`src/rtl/ram_fifo_pkg.sv`:
```
// Shared definitions for the RAM-backed FIFO controller: pointer width helper
// and the bit positions of the optional sticky status flags.
package ram_fifo_pkg;

    // Pointers carry one extra wrap bit above the RAM address
    function automatic int ptr_width(input int addr_width);
        return addr_width + 1;
    endfunction

    localparam int STATUS_OVERFLOW_BIT  = 0;
    localparam int STATUS_UNDERFLOW_BIT = 1;
    localparam int STATUS_FLAG_COUNT    = 2;

endpackage

```
`src/rtl/ram_fifo_ctrl_if.sv`:
```
// Bundle of the push/pop streams and the dual-port RAM signals of ram_fifo_ctrl.
// The slave modport is the controller's view, the master modport the parent's.
// Optional status signals exist only when RAM_FIFO_CTRL_STATUS_EN is defined.
interface ram_fifo_ctrl_if #(
    parameter int DATA_WIDTH = 32,
    parameter int ADDR_WIDTH = 10
);
    logic                  flush_i;
    logic                  push_valid_i;
    logic                  push_ready_o;
    logic [DATA_WIDTH-1:0] push_data_i;
    logic                  pop_valid_o;
    logic                  pop_ready_i;
    logic [DATA_WIDTH-1:0] pop_data_o;
    logic                  ram_write_en_o;
    logic [ADDR_WIDTH-1:0] ram_write_addr_o;
    logic [DATA_WIDTH-1:0] ram_wdata_o;
    logic                  ram_read_en_o;
    logic [ADDR_WIDTH-1:0] ram_read_addr_o;
    logic [DATA_WIDTH-1:0] ram_rdata_i;
`ifdef RAM_FIFO_CTRL_STATUS_EN
    logic [ADDR_WIDTH:0]   level_o;
    logic                  overflow_o;
    logic                  underflow_o;
`endif

    modport slave (
`ifdef RAM_FIFO_CTRL_STATUS_EN
        output level_o, overflow_o, underflow_o,
`endif
        input  flush_i, push_valid_i, push_data_i, pop_ready_i, ram_rdata_i,
        output push_ready_o, pop_valid_o, pop_data_o,
        output ram_write_en_o, ram_write_addr_o, ram_wdata_o,
        output ram_read_en_o, ram_read_addr_o
    );

    modport master (
`ifdef RAM_FIFO_CTRL_STATUS_EN
        input  level_o, overflow_o, underflow_o,
`endif
        output flush_i, push_valid_i, push_data_i, pop_ready_i, ram_rdata_i,
        input  push_ready_o, pop_valid_o, pop_data_o,
        input  ram_write_en_o, ram_write_addr_o, ram_wdata_o,
        input  ram_read_en_o, ram_read_addr_o
    );

endinterface

```
`src/rtl/ram_fifo_ptr.sv`:
```
// Wrap-bit pointer counter used for both the write and read side of the FIFO.
// Clear has priority over increment; the count wraps modulo 2**WIDTH.
module ram_fifo_ptr #(
    parameter int WIDTH = 11
) (
    input  logic             clk,
    input  logic             rst_n,
    input  logic             inc,
    input  logic             clr,
    output logic [WIDTH-1:0] ptr
);

    // Pointer register: async reset, synchronous clear, then increment
    always_ff @(posedge clk or negedge rst_n) begin
        if (!rst_n) begin
            ptr <= '0;
        end else if (clr) begin
            ptr <= '0;
        end else if (inc) begin
            ptr <= ptr + WIDTH'(1);
        end
    end

endmodule

```
`src/rtl/ram_fifo_ctrl.sv`:
```
// FIFO controller in front of a dual-port RAM with combinational read data.
// Owns the pointers and full/empty; the RAM (instantiated by the parent) holds data.
// Optional feature macro: RAM_FIFO_CTRL_STATUS_EN adds level_o, overflow_o, underflow_o.
module ram_fifo_ctrl
    import ram_fifo_pkg::*;
#(
    parameter int DATA_WIDTH = 32,
    parameter int ADDR_WIDTH = 10
) (
    input logic              clk,
    input logic              rst_n,
    ram_fifo_ctrl_if.slave   bus
);

    localparam int PW = ptr_width(ADDR_WIDTH);

    logic [PW-1:0] wr_ptr;
    logic [PW-1:0] rd_ptr;
    logic          full;
    logic          empty;
    logic          push;
    logic          pop;

    ram_fifo_ptr #(.WIDTH(PW)) u_wr_ptr (
        .clk   (clk),
        .rst_n (rst_n),
        .inc   (push & ~bus.flush_i),
        .clr   (bus.flush_i),
        .ptr   (wr_ptr)
    );

    ram_fifo_ptr #(.WIDTH(PW)) u_rd_ptr (
        .clk   (clk),
        .rst_n (rst_n),
        .inc   (pop & ~bus.flush_i),
        .clr   (bus.flush_i),
        .ptr   (rd_ptr)
    );

    // Occupancy flags and handshakes, purely from the registered pointers
    always_comb begin
        empty = (wr_ptr == rd_ptr);
        full  = (wr_ptr[PW-1] != rd_ptr[PW-1]) &&
                (wr_ptr[ADDR_WIDTH-1:0] == rd_ptr[ADDR_WIDTH-1:0]);
        push  = bus.push_valid_i & ~full;
        pop   = bus.pop_ready_i & ~empty;
    end

    // RAM port drive; the write strobe is also held low while reset is asserted
    always_comb begin
        bus.push_ready_o     = ~full;
        bus.pop_valid_o      = ~empty;
        bus.pop_data_o       = bus.ram_rdata_i;
        bus.ram_write_en_o   = push & ~bus.flush_i & rst_n;
        bus.ram_write_addr_o = wr_ptr[ADDR_WIDTH-1:0];
        bus.ram_wdata_o      = bus.push_data_i;
        bus.ram_read_en_o    = ~empty;
        bus.ram_read_addr_o  = rd_ptr[ADDR_WIDTH-1:0];
    end

`ifdef RAM_FIFO_CTRL_STATUS_EN
    logic [STATUS_FLAG_COUNT-1:0] status_q;

    // Sticky misuse flags: a push attempt while full or a pop attempt while empty
    always_ff @(posedge clk or negedge rst_n) begin
        if (!rst_n) begin
            status_q <= '0;
        end else if (bus.flush_i) begin
            status_q <= '0;
        end else begin
            if (bus.push_valid_i && full) begin
                status_q[STATUS_OVERFLOW_BIT] <= 1'b1;
            end
            if (bus.pop_ready_i && empty) begin
                status_q[STATUS_UNDERFLOW_BIT] <= 1'b1;
            end
        end
    end

    // Fill level and flag outputs
    always_comb begin
        bus.level_o     = wr_ptr - rd_ptr;
        bus.overflow_o  = status_q[STATUS_OVERFLOW_BIT];
        bus.underflow_o = status_q[STATUS_UNDERFLOW_BIT];
    end
`endif

endmodule

```
`src/flat_wrapper.sv`:
```
// flat-port wrapper written by rule: the top's interface ports become plain ports
module ram_fifo_ctrl_flat import ram_fifo_pkg::*;
#(
    parameter int DATA_WIDTH = 32,
    parameter int ADDR_WIDTH = 10
)
  (clk, rst_n, bus_flush_i, bus_push_valid_i, bus_push_data_i, bus_pop_ready_i, bus_ram_rdata_i, bus_push_ready_o, bus_pop_valid_o, bus_pop_data_o, bus_ram_write_en_o, bus_ram_write_addr_o, bus_ram_wdata_o, bus_ram_read_en_o, bus_ram_read_addr_o);
  ram_fifo_ctrl_if #(.DATA_WIDTH(DATA_WIDTH), .ADDR_WIDTH(ADDR_WIDTH)) bus_i ();
  input logic clk;
  input logic rst_n;
  input wire logic [$bits(bus_i.flush_i)-1:0] bus_flush_i;
  input wire logic [$bits(bus_i.push_valid_i)-1:0] bus_push_valid_i;
  input wire logic [$bits(bus_i.push_data_i)-1:0] bus_push_data_i;
  input wire logic [$bits(bus_i.pop_ready_i)-1:0] bus_pop_ready_i;
  input wire logic [$bits(bus_i.ram_rdata_i)-1:0] bus_ram_rdata_i;
  output wire logic [$bits(bus_i.push_ready_o)-1:0] bus_push_ready_o;
  output wire logic [$bits(bus_i.pop_valid_o)-1:0] bus_pop_valid_o;
  output wire logic [$bits(bus_i.pop_data_o)-1:0] bus_pop_data_o;
  output wire logic [$bits(bus_i.ram_write_en_o)-1:0] bus_ram_write_en_o;
  output wire logic [$bits(bus_i.ram_write_addr_o)-1:0] bus_ram_write_addr_o;
  output wire logic [$bits(bus_i.ram_wdata_o)-1:0] bus_ram_wdata_o;
  output wire logic [$bits(bus_i.ram_read_en_o)-1:0] bus_ram_read_en_o;
  output wire logic [$bits(bus_i.ram_read_addr_o)-1:0] bus_ram_read_addr_o;
  assign bus_i.flush_i = bus_flush_i;
  assign bus_i.push_valid_i = bus_push_valid_i;
  assign bus_i.push_data_i = bus_push_data_i;
  assign bus_i.pop_ready_i = bus_pop_ready_i;
  assign bus_i.ram_rdata_i = bus_ram_rdata_i;
  assign bus_push_ready_o = bus_i.push_ready_o;
  assign bus_pop_valid_o = bus_i.pop_valid_o;
  assign bus_pop_data_o = bus_i.pop_data_o;
  assign bus_ram_write_en_o = bus_i.ram_write_en_o;
  assign bus_ram_write_addr_o = bus_i.ram_write_addr_o;
  assign bus_ram_wdata_o = bus_i.ram_wdata_o;
  assign bus_ram_read_en_o = bus_i.ram_read_en_o;
  assign bus_ram_read_addr_o = bus_i.ram_read_addr_o;
  ram_fifo_ctrl #(.DATA_WIDTH(DATA_WIDTH), .ADDR_WIDTH(ADDR_WIDTH)) u_core (.clk(clk), .rst_n(rst_n), .bus(bus_i));
endmodule
```
`config.mk`:
```
export PLATFORM = sky130hd
export DESIGN_NAME = ram_fifo_ctrl_flat
export DESIGN_NICKNAME = d
export VERILOG_FILES = /design/src/rtl/ram_fifo_pkg.sv /design/src/rtl/ram_fifo_ctrl_if.sv /design/src/rtl/ram_fifo_ptr.sv /design/src/rtl/ram_fifo_ctrl.sv /design/src/flat_wrapper.sv
export SDC_FILE = /design/constraint.sdc
export NUM_CORES = 1
export LEC_CHECK = 0
export ABC_AREA = 1
export ABC_CLOCK_PERIOD_IN_PS = 2370
export CORE_MARGIN = 2
export CORE_UTILIZATION = 30
export CTS_CLUSTER_DIAMETER = 60
export CTS_CLUSTER_SIZE = 16
export DETAILED_ROUTE_END_ITERATION = 8
export DONT_BUFFER_PORTS = 1
export MAX_ROUTING_LAYER = met4
export PLACE_DENSITY_LB_ADDON = 0.08
export SYNTH_ARGS = -nofsm -noshare
export SYNTH_HDL_FRONTEND = slang
export SYNTH_SLANG_ARGS = --single-unit
```
`constraint.sdc`:
```
create_clock -name clk -period 2.37 [get_ports clk]
set_clock_uncertainty 0.2 [all_clocks]
set_input_delay 0.474 -clock clk [delete_from_list [all_inputs] [get_ports clk]]
set_output_delay 0.474 -clock clk [all_outputs]
set_load 0.02 [all_outputs]
```
# After elaboration in Yosys (flattened, before gate mapping)
# Index checks and enable logic that the tools add are counted.
# totals
regBits	22
input_bits	69
output_inout_bits	88
elab_cells	22
# classes
addsub	2
eq_ne	3
muxes	4
bitwise	8
reduce_logical	3
# ops
operator	count
2-to-1 mux 11 bit	4
adder 11 x 1 -> 11 bit, second input constant	2
equality test 11 bit	1
equality test 10 bit	1
bitwise AND 1 bit	5
nonzero test 2 bit	2
inverter 1 bit	3
logical AND 1 bit	1
inequality test 1 bit	1

# Longest topological paths before layout
# Gate-level depths: netlist of run 1.
# logic_depth
depth_word	7
ltp_mapped	11
ltp_nobuf	10

# By module
# From an unflattened synthesis of run 1, not the netlist that was laid out.
# hier_totals
cells_unflattened	278
area_unflattened_um2	1928.1
# by_module_without_submodules
mod	n_inst	cells_each	area_per_inst_um2	seq_area_each_um2
ram_fifo_ptr	2	82	606.8	275.3
ram_fifo_ctrl	1	114	714.4	0.0

# Least setup slack after synthesis of run 1
# No wires, ideal clock.
# synth_path
path_kind	register -> output
from	register u_core.u_rd_ptr.ptr[0]
to	output port bus_ram_write_en_o
t_arrival_ns	1.509
required_time_ns	1.696
slack_ns	0.187
path_stages_with_launch	9
path_buffers	2
cell_sequence	dfrtp_1 -> buf_2 -> xnor2_1 -> nand2_1 -> nor2_1 -> nand3_2 -> nand2_2 -> buf_6 -> nor3_1
# synth_via
elab_chain_cells	6
# synth_lines
item	line_no	rtl
from (decl)	ram_fifo_ptr.sv:10	output logic [WIDTH-1:0] ptr
from (signal assigned)	ram_fifo_ptr.sv:20	ptr <= ptr + WIDTH'(1);
equality test 10 bit	ram_fifo_ctrl.sv:44	(wr_ptr[ADDR_WIDTH-1:0] == rd_ptr[ADDR_WIDTH-1:0]);
logical AND 1 bit	ram_fifo_ctrl.sv:43	full = (wr_ptr[PW-1] != rd_ptr[PW-1]) &&
inverter 1 bit	ram_fifo_ctrl.sv:45	push = bus.push_valid_i & ~full;
bitwise AND 1 bit	ram_fifo_ctrl.sv:45	
bitwise AND 1 bit (2 in a row)	ram_fifo_ctrl.sv:54	bus.ram_write_en_o = push & ~bus.flush_i & rst_n;
to (decl)	flat_wrapper.sv:19	output wire logic [$bits(bus_i.ram_write_en_o)-1:0] bus_ram_write_en_o;
# Every way passes these cells.

# Final worst setup path of run 1
# layout_path
from	register u_core.u_rd_ptr.ptr[4]
to	output port bus_ram_write_en_o
# Same word-level chain as after synthesis.

==> results.md, run 1 <==
- DRT Pass-1 Iters: 4
- CTS tree: built
- Core area: 7250 µm²
- RePlAce Congestion: 0.756
- Avg Inst Size Synth: 6.95 µm²
- Leak: 1.06 nW
- Worst EP arrival: 1.57 ns
- Post-layout nets: 332
- Hold Path Class: input port to flip-flop
- Comb power frac: 0.205
- Clk pwr share: 0.343
- Register share of total power: 0.453
- Final hold vios: 0
- Cell area after synthesis: 2260 µm²
- End point of the critical path: bus_ram_write_en_o
- Vias: 1597
- Initial antenna violation count: 0
- Fill count: 837
- Total Power: 0.000863 W
- Longest Clk Path Bufs: 2
- Yosys warns: 0
- Sw power: 0.000279 W
- Critical-path cell list: buf_4, nand2_1, nand4_1, nor2_2, nand3_2, nand2_2, nor3_2, buf_4
- Internal power: 0.000585 W
- Full die area: 8230 µm²
- Dpl ws: 0.237 ns
- I/O pin count: 157
- Setup violators final: 0
- Max-cap violation count: 0
- Total grt overflow: 0
- Root buf cell: clkbuf_8
- Final period utilization: 0.945
- CTS clock-pin slew for the worst setup and hold paths: 0.09 ns
- CP max FO: 4
- Post-synthesis cell type count: 21
- Drc violations: 0
- Worst Hold Depth: 2
- FP Rows: 31
- Antenna Violating Nets Remaining: 0
- Crit. End Element: output pin
- Crit-path max cell delay: 0.42 ns
- Most used cell, CP: buf_4
- CP startpoint kind: flip-flop
- Terminus of the critical flop-to-flop path: u_core.u_rd_ptr.ptr[3]$_DFFE_PN0P_
- Reg2Reg Depth: 8
- RSZ-0062 raised after global routing: yes
- Final worst slack: 0.129 ns
- Crit path kind: flip-flop to output pin
- Post-detail-place hpwl: 3.83 mm
- Fmax: 446 MHz
- Area grow syn2layout: -12.7%
- Sw frac: 0.323
- Rel. slew slack: 0.699
- H-tree depth: 1
- Post-Syn Instances: 325
- Worst slew pin tran: 0.451 ns
- Pwr/cell area: 438 nW/µm²
- Largest net degree at the start of global routing: 45
- First-pass GRT wire length: 8.61 mm
- Total CTS buffers: 3
- Die Wd: 90.7 µm
- Critical Path RT: 1.70 ns
- WHS: 0.146 ns
- Status: finished, final reports clean
- R2R Setup Slk: 0.32 ns
- GRT Resource Usage Total: 0.133
- Average wire per standard cell: 14.7 µm
- Port bufs: 0
- Initial Util: 0.311
- Non-Filler Instances: 359
- CP startpoint: u_core.u_rd_ptr.ptr[4]$_DFFE_PN0P_
- ANT cells: 0
- Inst Count DP: 351
- Ratio of cells with drive above 1 in the final layout: 0.165
- Violation count after the first detailed-route iteration: 65
- Syn_nets: 396
- Number of global-route vias before repair: 1583
- Worst R2R Start: u_core.u_rd_ptr.ptr[4]$_DFFE_PN0P_
- Die height: 90.7 µm
- Slowest cell on crit path: dfrtp_1
- Seq cells post-synth: 22
- Worst vdd ir: 0.166 mV
- Final Max Tran Viols: 0
- Seq/Total Area, Yosys: 0.244
- Worst skew pair latency: 0.27 ns
- Post-route minimum period: 2.24 ns
- Num Clock Sinks: 22
- Routed wire length: 5.27 mm
- Avg Vias per Cell: 4.45
critical path, delay by kind of cell (launching register included):
| family | cells | cell delay, ns |
|---|---|---|
| buf+inv | 2 | 0.32 |
| flops | 1 | 0.42 |
| simple gates | 6 | 0.55 |
registers in the layout (all words and copies together), names as in the netlist:
| name | cells |
|---|---|
| u_core.u_rd_ptr.ptr | 11 |
| u_core.u_wr_ptr.ptr | 11 |
worst min path at each step:
stage                          from                                  end
floorplan                     rst_n   u_core.u_rd_ptr.ptr[0]$_DFFE_PN0P_
CTS                 bus_pop_ready_i  u_core.u_rd_ptr.ptr[10]$_DFFE_PN0P_
global placement              rst_n   u_core.u_wr_ptr.ptr[7]$_DFFE_PN0P_
detailed placement            rst_n   u_core.u_wr_ptr.ptr[7]$_DFFE_PN0P_
global route        bus_pop_ready_i   u_core.u_rd_ptr.ptr[7]$_DFFE_PN0P_
finish              bus_pop_ready_i   u_core.u_rd_ptr.ptr[7]$_DFFE_PN0P_
metal layers:
| layer | share of wire | GRT usage | routed length, µm | vias up |
|---|---|---|---|---|
| met1 | 0.49 | 0.179 | 2590 | 746 |
| met2 | 0.45 | 0.199 | 2370 | 34 |
| met3 | 0.057 | 0.0392 | 300 | 4 |
| met5 | 0 | - | 0 | - |
| li1 | - | - | - | 813 |
| met4 | 0.0019 | 0.0218 | 10 | 0 |
synthesized netlist by cell type, drive strengths merged:
library cell | n | area share
inv | 33 | 0.055
nor3 | 1 | 0.0022
dfrtp | 22 | 0.24
xor2 | 9 | 0.035
nand2 | 76 | 0.13
buf | 95 | 0.31
o21ai | 3 | 0.0066
nand4 | 28 | 0.078
ha | 2 | 0.011
clkinv | 1 | 0.0017
nor2 | 13 | 0.025
clkbuf | 4 | 0.0066
xnor2 | 5 | 0.019
nand3 | 33 | 0.078
power groups by stage:
stage,Clock (W),Combinational [W],Sequential [W]
3_3_place_gp,0,0.000166,0.000399
6_report,0.000296,0.000177,0.000391
2_1_floorplan,0,0.000303,0.000398
4_1_cts,0.000306,0.000179,0.000392
3_5_place_dp,0,0.000164,0.000399
5_1_grt,0.000320,0.000198,0.000392
kinds of logic after synthesis:
group                    count (synthesis)  share of synthesized area
adder cells (fa/ha/maj)                  2                     0.0111
buffers and inverters                  133                      0.373
flip-flops                              22                      0.244
AO/OA/AOI/OAI                            3                    0.00665
XOR/XNOR                                14                     0.0543
AND/OR/NAND/NOR                        151                      0.311
metrics by stage:
step	TNS (ns)	utilization	area [µm²]
3_3_place_gp	0	0.257	1860
5_1_grt	-0.0344	0.272	1970
2_1_floorplan	0	-	2260
4_1_cts	0	0.268	1950
6_report	0	0.272	1970
3_5_place_dp	0	0.257	1860
layout make-up:
type	count	area (µm²)	area share
multi-input combinational	170	872	0.443
timing repair buffer	30	240	0.122
clock buffer	4	55.1	0.0279
tap	99	124	0.0629
sequential	22	552	0.280
inverter	34	128	0.0648
layout by cell type (no fill, tap or decap):
cell           synthesis  routed
nand2_1               74      74
inv_1                 31      31
nand3_1               31      31
nand4_1               28      28
buf_4                 85      28
dfrtp_1               22      21
nor2_1                12      11
xor2_1                 9       9
xnor2_1                5       5
clkbuf_8               0       4
o21ai_0                3       3
inv_2                  2       2
nand3_2                2       2
nand2_2                2       2
ha_1                   2       2
nor2_4                 1       1
nor2_2                 0       1
nor3_2                 0       1
clkinv_1               1       1
buf_12                 0       1
dlygate4sd3_1          0       1
dfrtp_2                0       1
repair_timing:
action,4_1_cts,5_1_grt
setup buffers,0,2
resized for setup,0,3
hold endpoints to repair,22,0
endpoints found under the setup margin,0,6
hold buffers,2,0
Power figures use the tool's default switching activity.
==> inputs of run 2 (changes only) <==
--- a/config.mk
+++ b/config.mk
@@ -8,9 +8,8 @@
 export ABC_AREA = 1
 export ABC_CLOCK_PERIOD_IN_PS = 2370
 export CORE_MARGIN = 2
-export CORE_UTILIZATION = 30
+export CORE_UTILIZATION = 59
 export CTS_CLUSTER_DIAMETER = 60
-export CTS_CLUSTER_SIZE = 16
 export DETAILED_ROUTE_END_ITERATION = 8
 export DONT_BUFFER_PORTS = 1
 export MAX_ROUTING_LAYER = met4
==> results.md, run 2 (synthesis gave the netlist of run 1 again) <==
- Status: finished, final reports clean (unchanged)
- RePlAce Congestion: 0.830 (was 0.756)
- H-tree depth: 1 (unchanged)
- Worst EP arrival: 1.58 ns (was 1.57 ns)
- Avg Vias per Cell: 5.32 (was 4.45)
- Clk pwr share: 0.395 (was 0.343)
- DRT Pass-1 Iters: 4 (unchanged)
- Cell area after layout: 1900 µm² (was 1970 µm²)
- Biggest regs: u_core.u_rd_ptr.ptr (11), u_core.u_wr_ptr.ptr (11) (unchanged)
- Sw frac: 0.289 (was 0.323)
- Post-place instance area: 1790 µm² (was 1860 µm²)
- Post-route minimum period: 2.25 ns (was 2.24 ns)
- Pwr/cell area: 484 nW/µm² (was 438 nW/µm²)
- CP max FO: 6 (was 4)
- Full die area: 4340 µm² (was 8230 µm²)
- Initial antenna violation count: 0 (unchanged)
- Crit-path max cell delay: 0.42 ns (about the same)
- Leak: 1.05 nW (was 1.06 nW)
- Longest Clk Path Bufs: 2 (unchanged)
- Cell family with most CP delay: simple AND/OR/NAND/NOR gates (unchanged)
- Post-detail-place hpwl: 3.58 mm (was 3.83 mm)
- GRT Resource Usage Total: 0.244 (was 0.133)
- CP startpoint kind: flip-flop (unchanged)
- Comb power frac: 0.177 (was 0.205)
- I/O pin count: 157 (unchanged)
- Ratio of cells with drive above 1 in the final layout: 0.178 (was 0.165)
- Drc violations: 0 (unchanged)
- Core area: 3660 µm² (was 7250 µm²)
- Register share of total power: 0.429 (was 0.453)
- Critical Path RT: 1.70 ns (about the same)
- Most frequent cells in the layout: nand2_1, inv_1, nand3_1, nand4_1, buf_4 (unchanged)
- RSZ-0062 raised after global routing: no (was yes)
- Crit. End Element: output pin (unchanged)
- Setup violators final: 0 (unchanged)
- R2R Setup Slk: 0.44 ns (was 0.32 ns)
- CP startpoint: u_core.u_wr_ptr.ptr[6]$_DFFE_PN0P_ (was u_core.u_rd_ptr.ptr[4]$_DFFE_PN0P_)
- Initial Util: 0.617 (was 0.311)
- Slowest cell on crit path: dfrtp_2 (was dfrtp_1)
- Violation count after the first detailed-route iteration: 51 (was 65)
- Worst vdd ir: 0.288 mV (was 0.166 mV)
- Fmax: 444 MHz (was 446 MHz)
- Worst R2R Start: u_core.u_wr_ptr.ptr[6]$_DFFE_PN0P_ (was u_core.u_rd_ptr.ptr[4]$_DFFE_PN0P_)
- Buf+Inv Stages, Crit Path: 2 (unchanged)
- Area of the multi-input gates: 875 µm² (was 872 µm²)
- Area grow syn2layout: -15.7% (was -12.7%)
- Number of global-route vias before repair: 1540 (was 1583)
- Final period utilization: 0.950 (was 0.945)
- Largest net degree at the start of global routing: 45 (unchanged)
- Root buf cell: clkbuf_8 (unchanged)
- Port bufs: 0 (unchanged)
- ANT cells: 0 (unchanged)
- Reg area: 557 µm² (was 552 µm²)
- Worst skew pair latency: 0.28 ns (was 0.27 ns)
- Die height: 65.9 µm (was 90.7 µm)
- Internal power: 0.000655 W (was 0.000585 W)
- Fill count: 389 (was 837)
- CTS clock-pin slew for the worst setup and hold paths: 0.09 ns (about the same)
- Final TNS setup: 0 ns (unchanged)
- Antenna Violating Nets Remaining: 0 (unchanged)
- Average wire per standard cell: 16.0 µm (was 14.7 µm)
- Vias: 1627 (was 1597)
- Critical-path cell list: inv_2, nand2_1, nand2_1, nor2_1, nand2_2, nor2_4, nand3_2, nand2_2, nor3_2, buf_4 (was buf_4, nand2_1, nand4_1, nor2_2, nand3_2, nand2_2, nor3_2, buf_4)
- Final hold vios: 0 (unchanged)
- Rel. slew slack: 0.270 (was 0.699)
- Worst slew pin tran: 1.09 ns (was 0.451 ns)
- Num Clock Sinks: 22 (unchanged)
- Hold Path Class: input port to flip-flop (unchanged)
- Crit path kind: flip-flop to output pin (unchanged)
- Die Wd: 65.9 µm (was 90.7 µm)
- Commonest non-fill, non-tap cell in the layout: nand2_1 (unchanged)
- Final Max Tran Viols: 0 (unchanged)
- Sw power: 0.000266 W (was 0.000279 W)
- Total CTS buffers: 3 (unchanged)
- First-pass GRT wire length: 7.82 mm (was 8.61 mm)
- Post-layout nets: 330 (was 332)
- CTS tree: built (unchanged)
- Total grt overflow: 0 (unchanged)
- Max-cap violation count: 0 (unchanged)
- Routed wire length: 4.91 mm (was 5.27 mm)
- FP Rows: 22 (was 31)
- Worst Min Path Start: bus_pop_ready_i (unchanged)
-- run 2: changes by cell type in the layout (fill, tap and decap cells not counted) --
cell | before | now
dfrtp_1 | 21 | 17
dfrtp_2 | 1 | 5
nand2_1 | 74 | 73
bufinv_16 | 0 | 1
buf_12 | 1 | 0
nand2_2 | 2 | 3
clkbuf_8 | 4 | 3
buf_4 | 28 | 27
-- run 2: worst reg2reg max path, stage by stage, from the launching register on --
cell	delay [ns]
dfrtp_2	0.42
inv_2	0.06
nand2_1	0.06
nand2_1	0.05
nor2_1	0.13
nand2_2	0.10
nor2_4	0.12
nand3_2	0.26
nand2_2	0.31
nand3_1	0.12
nand2_1	0.07
-- run 2: power by group through the flow --
stage / sequential [W] / clock [W] / combinational [W]
2_1_floorplan: 0.000398 / 0 / 0.000303
3_3_place_gp: 0.000401 / 0 / 0.000152
3_5_place_dp: 0.000402 / 0 / 0.000152
4_1_cts: 0.000394 / 0.000371 / 0.000161
5_1_grt: 0.000397 / 0.000387 / 0.000178
6_report: 0.000395 / 0.000364 / 0.000163
-- run 2: routing by layer --
layer | global-route usage | vias up | routed length, µm
met1 | 0.302 | 738 | 2080
met5 | - | - | 0
met2 | 0.408 | 61 | 2390
li1 | - | 811 | -
met4 | 0.0755 | 0 | 97
met3 | 0.0409 | 17 | 331
-- run 2: final cells by class --
| class | instances | area share |
|---|---|---|
| clock buffer | 3 | 0.0217 |
| clock inverter | 1 | 0.0158 |
| inverter | 34 | 0.0671 |
| multi-input combinational | 170 | 0.460 |
| sequential | 22 | 0.293 |
| tap | 48 | 0.0316 |
| timing repair buffer | 28 | 0.112 |
-- run 2: through the flow --
step / util / std cells / power [W] / hold WS [ns] / setup slack [ns]
after floorplan: - / 325 / 0.000701 / -0.0216 / 0.187
after global placement: 0.489 / 299 / 0.000553 / -0.0212 / 0.339
after detailed placement: 0.489 / 299 / 0.000554 / -0.0211 / 0.345
after CTS: 0.511 / 304 / 0.000927 / 0.142 / 0.0330
after global routing: 0.520 / 306 / 0.000962 / 0.131 / 0.00645
final: 0.520 / 306 / 0.000922 / 0.136 / 0.119
-- run 2: what timing repair did --
item | CTS | global route
endpoints found under the setup margin | 0 | 2
endpoints found under the hold margin | 22 | 0
hold buffers | 1 | 0
setup buffers | 0 | 2
gates resized for setup | 0 | 8
-- run 2: path summary, 6_finish.rpt --
path,endpoint,cells after the start
setup / recovery,bus_ram_write_en_o,10
hold / removal,u_core.u_rd_ptr.ptr[0]$_DFFE_PN0P_,2
setup reg to reg,u_core.u_rd_ptr.ptr[4]$_DFFE_PN0P_,10
hold reg to reg,u_core.u_rd_ptr.ptr[10]$_DFFE_PN0P_,2
max in group asynchronous,u_core.u_wr_ptr.ptr[4]$_DFFE_PN0P_,1
min in group asynchronous,u_core.u_rd_ptr.ptr[4]$_DFFE_PN0P_,1
==> inputs of run 3 (changes only) <==
--- a/config.mk
+++ b/config.mk
@@ -6,8 +6,8 @@
 export NUM_CORES = 1
 export LEC_CHECK = 0
 export ABC_AREA = 1
-export ABC_CLOCK_PERIOD_IN_PS = 2370
-export CORE_MARGIN = 2
+export ABC_CLOCK_PERIOD_IN_PS = 2540
+export CORE_MARGIN = 8
 export CORE_UTILIZATION = 59
 export CTS_CLUSTER_DIAMETER = 60
 export DETAILED_ROUTE_END_ITERATION = 8
==> constraint.sdc (replaced) <==
create_clock -name clk -period 2.54 [get_ports clk]
set_clock_uncertainty 0.2 [all_clocks]
set_input_delay 0.508 -clock clk [delete_from_list [all_inputs] [get_ports clk]]
set_output_delay 0.508 -clock clk [all_outputs]
set_load 0.02 [all_outputs]
==> results.md, run 3 (synthesis gave the netlist of run 1 again) <==
- GRT Resource Usage Total: 0.175 (was 0.244)
- CTS tree: built (unchanged)
- Post-layout nets: 327 (was 330)
- Worst Hold Depth: 2 (unchanged)
- Num Clock Sinks: 22 (unchanged)
- Reg2Reg Depth: 10 (unchanged)
- Rel. slew slack: 0.273 (was 0.270)
- CTS clock-pin slew for the worst setup and hold paths: 0.09 ns (about the same)
- I/O pin count: 157 (unchanged)
- CTS resizes: 0 (unchanged)
- Initial Util: 0.617 (unchanged)
- Full die area: 6060 µm² (was 4340 µm²)
- Postcts setup bufs: 0 (unchanged)
- Crit path kind: flip-flop to output pin (unchanged)
- Hold Path Class: input port to flip-flop (unchanged)
- Antenna Violating Nets Remaining: 0 (unchanged)
- Initial antenna violation count: 0 (unchanged)
- Commonest non-fill, non-tap cell in the layout: nand2_1 (unchanged)
- CP startpoint kind: flip-flop (unchanged)
- Root buf cell: clkbuf_8 (unchanged)
- Longest Clk Path Bufs: 2 (unchanged)
- Area grow syn2layout: -18.1% (was -15.7%)
- Port bufs: 0 (unchanged)
- Violation count after the first detailed-route iteration: 129 (was 51)
- Routed wire length: 5.11 mm (was 4.91 mm)
- Drc violations: 0 (unchanged)
- Worst EP arrival: 1.64 ns (was 1.58 ns)
- Final TNS setup: 0 ns (unchanged)
- Terminus of the critical flop-to-flop path: u_core.u_rd_ptr.ptr[6]$_DFFE_PN0P_ (was u_core.u_rd_ptr.ptr[4]$_DFFE_PN0P_)
- Die Wd: 77.9 µm (was 65.9 µm)
- Post-place instance area: 1780 µm² (was 1790 µm²)
- First-pass GRT wire length: 8.42 mm (was 7.82 mm)
- FP Rows: 22 (unchanged)
- Most frequent cells in the layout: nand2_1, inv_1, nand3_1, nand4_1, buf_4 (unchanged)
- Total CTS buffers: 3 (unchanged)
- Status: finished, final reports clean (unchanged)
- RePlAce Congestion: 0.798 (was 0.830)
- Crit. End Element: output pin (unchanged)
- Final period utilization: 0.926
- Biggest regs: u_core.u_rd_ptr.ptr (11), u_core.u_wr_ptr.ptr (11) (unchanged)
- Cell area after layout: 1850 µm² (was 1900 µm²)
- ANT cells: 0 (unchanged)
- Vias: 1680 (was 1627)
- Setup violators final: 0 (unchanged)
- Worst R2R Start: u_core.u_rd_ptr.ptr[7]$_DFFE_PN0P_ (was u_core.u_wr_ptr.ptr[6]$_DFFE_PN0P_)
- DRT Pass-1 Iters: 4 (unchanged)
- Worst Min Path Start: bus_push_valid_i (was bus_pop_ready_i)
- H-tree depth: 1 (unchanged)
- Avg Vias per Cell: 5.54 (was 5.32)
- Final hold vios: 0 (unchanged)
- Worst skew pair latency: 0.27 ns (was 0.28 ns)
- Ratio of cells with drive above 1 in the final layout: 0.137 (was 0.178)
- Total grt overflow: 0 (unchanged)
- Final Max Tran Viols: 0 (unchanged)
- Number of global-route vias before repair: 1671 (was 1540)
- Largest net degree at the start of global routing: 24 (was 45)
- Core area: 3660 µm² (unchanged)
- Die height: 77.9 µm (was 65.9 µm)
- Fill count: 379 (was 389)
- Post-route minimum period: 2.35 ns
- Worst vdd ir: 0.292 mV (was 0.288 mV)
- Worst slew pin tran: 1.09 ns (about the same)
- Max-cap violation count: 0 (unchanged)
- CP max FO: 14 (was 6)
- Post-detail-place hpwl: 3.82 mm (was 3.58 mm)
- Average wire per standard cell: 16.8 µm (was 16.0 µm)
- RSZ-0062 raised after global routing: no (unchanged)
- Pwr/cell area: 420 nW/µm² (was 484 nW/µm²)
- Leak: 1.03 nW (was 1.05 nW)
- R2R Setup Slk: 0.33 ns (was 0.44 ns)
- Critical Path RT: 1.83 ns (was 1.70 ns)
- Fmax: 425 MHz
- WHS Endpoint: u_core.u_wr_ptr.ptr[2]$_DFFE_PN0P_ (was u_core.u_rd_ptr.ptr[0]$_DFFE_PN0P_)
-- run 3: worst max path at each step --
stage | slack, ns | end | cells after the start | start
4_1_cts | 0.18 | bus_ram_read_en_o | 7 | u_core.u_rd_ptr.ptr[7]$_DFFE_PN0P_
3_5_place_dp | 0.37 | u_core.u_rd_ptr.ptr[3]$_DFFE_PN0P_ | 10 | u_core.u_rd_ptr.ptr[7]$_DFFE_PN0P_
6_report | 0.19 | bus_ram_read_en_o | 7 | u_core.u_rd_ptr.ptr[7]$_DFFE_PN0P_
3_3_place_gp | 0.40 | u_core.u_rd_ptr.ptr[9]$_DFFE_PN0P_ | 10 | u_core.u_rd_ptr.ptr[7]$_DFFE_PN0P_
5_1_grt | 0.06 | bus_pop_valid_o | 7 | u_core.u_rd_ptr.ptr[7]$_DFFE_PN0P_
2_1_floorplan | 0.32 | bus_ram_write_en_o | 8 | u_core.u_rd_ptr.ptr[0]$_DFFE_PN0P_
-- run 3: metal layers --
layer / track usage / vias to the layer above / share of wire
met3: 0.0611 / 37 / 0.095
met2: 0.272 / 72 / 0.47
met5: - / - / 0
met4: 0.109 / 0 / 0.047
li1: - / 805 / -
met1: 0.187 / 766 / 0.39
-- run 3: what timing repair did --
action                                  in CTS  in global routing
endpoints found under the setup margin       0                  0
hold buffers                                 1                  0
hold endpoints to repair                    22                  0
-- run 3: where the power goes --
part           internal [W]  switching, W  total, W
sequential         0.000357    0.00000745  0.000364
clock              0.000139      0.000130  0.000269
combinational     0.0000349      0.000109  0.000144
-- run 3: final cells by class --
cell class / count / area [µm²] / share of cell area
timing repair buffer: 25 / 190 / 0.103
clock buffer: 4 / 55.1 / 0.0298
tap: 48 / 60.1 / 0.0325
multi-input combinational: 170 / 865 / 0.468
inverter: 34 / 128 / 0.0691
sequential: 22 / 551 / 0.298
-- run 3: critical path, stage by stage, from the launching register on --
cell	delay, ns
dfrtp_1	0.48
inv_1	0.06
nand2_1	0.06
nand2_1	0.05
nor2_1	0.11
nand2_1	0.10
nor2_4	0.11
nand3_2	0.39
-- run 3: stage by stage --
step           std cells  hold slack [ns]  setup WS [ns]  power (W)  utilization
3_3_place_gp         298           0.0130          0.396   0.000507        0.487
6_report             303            0.182          0.188   0.000777        0.505
5_1_grt              303            0.191         0.0585   0.000805        0.505
3_5_place_dp         298           0.0132          0.365   0.000508        0.487
4_1_cts              303            0.181          0.178   0.000780        0.505
2_1_floorplan        325           0.0124          0.323   0.000654            -
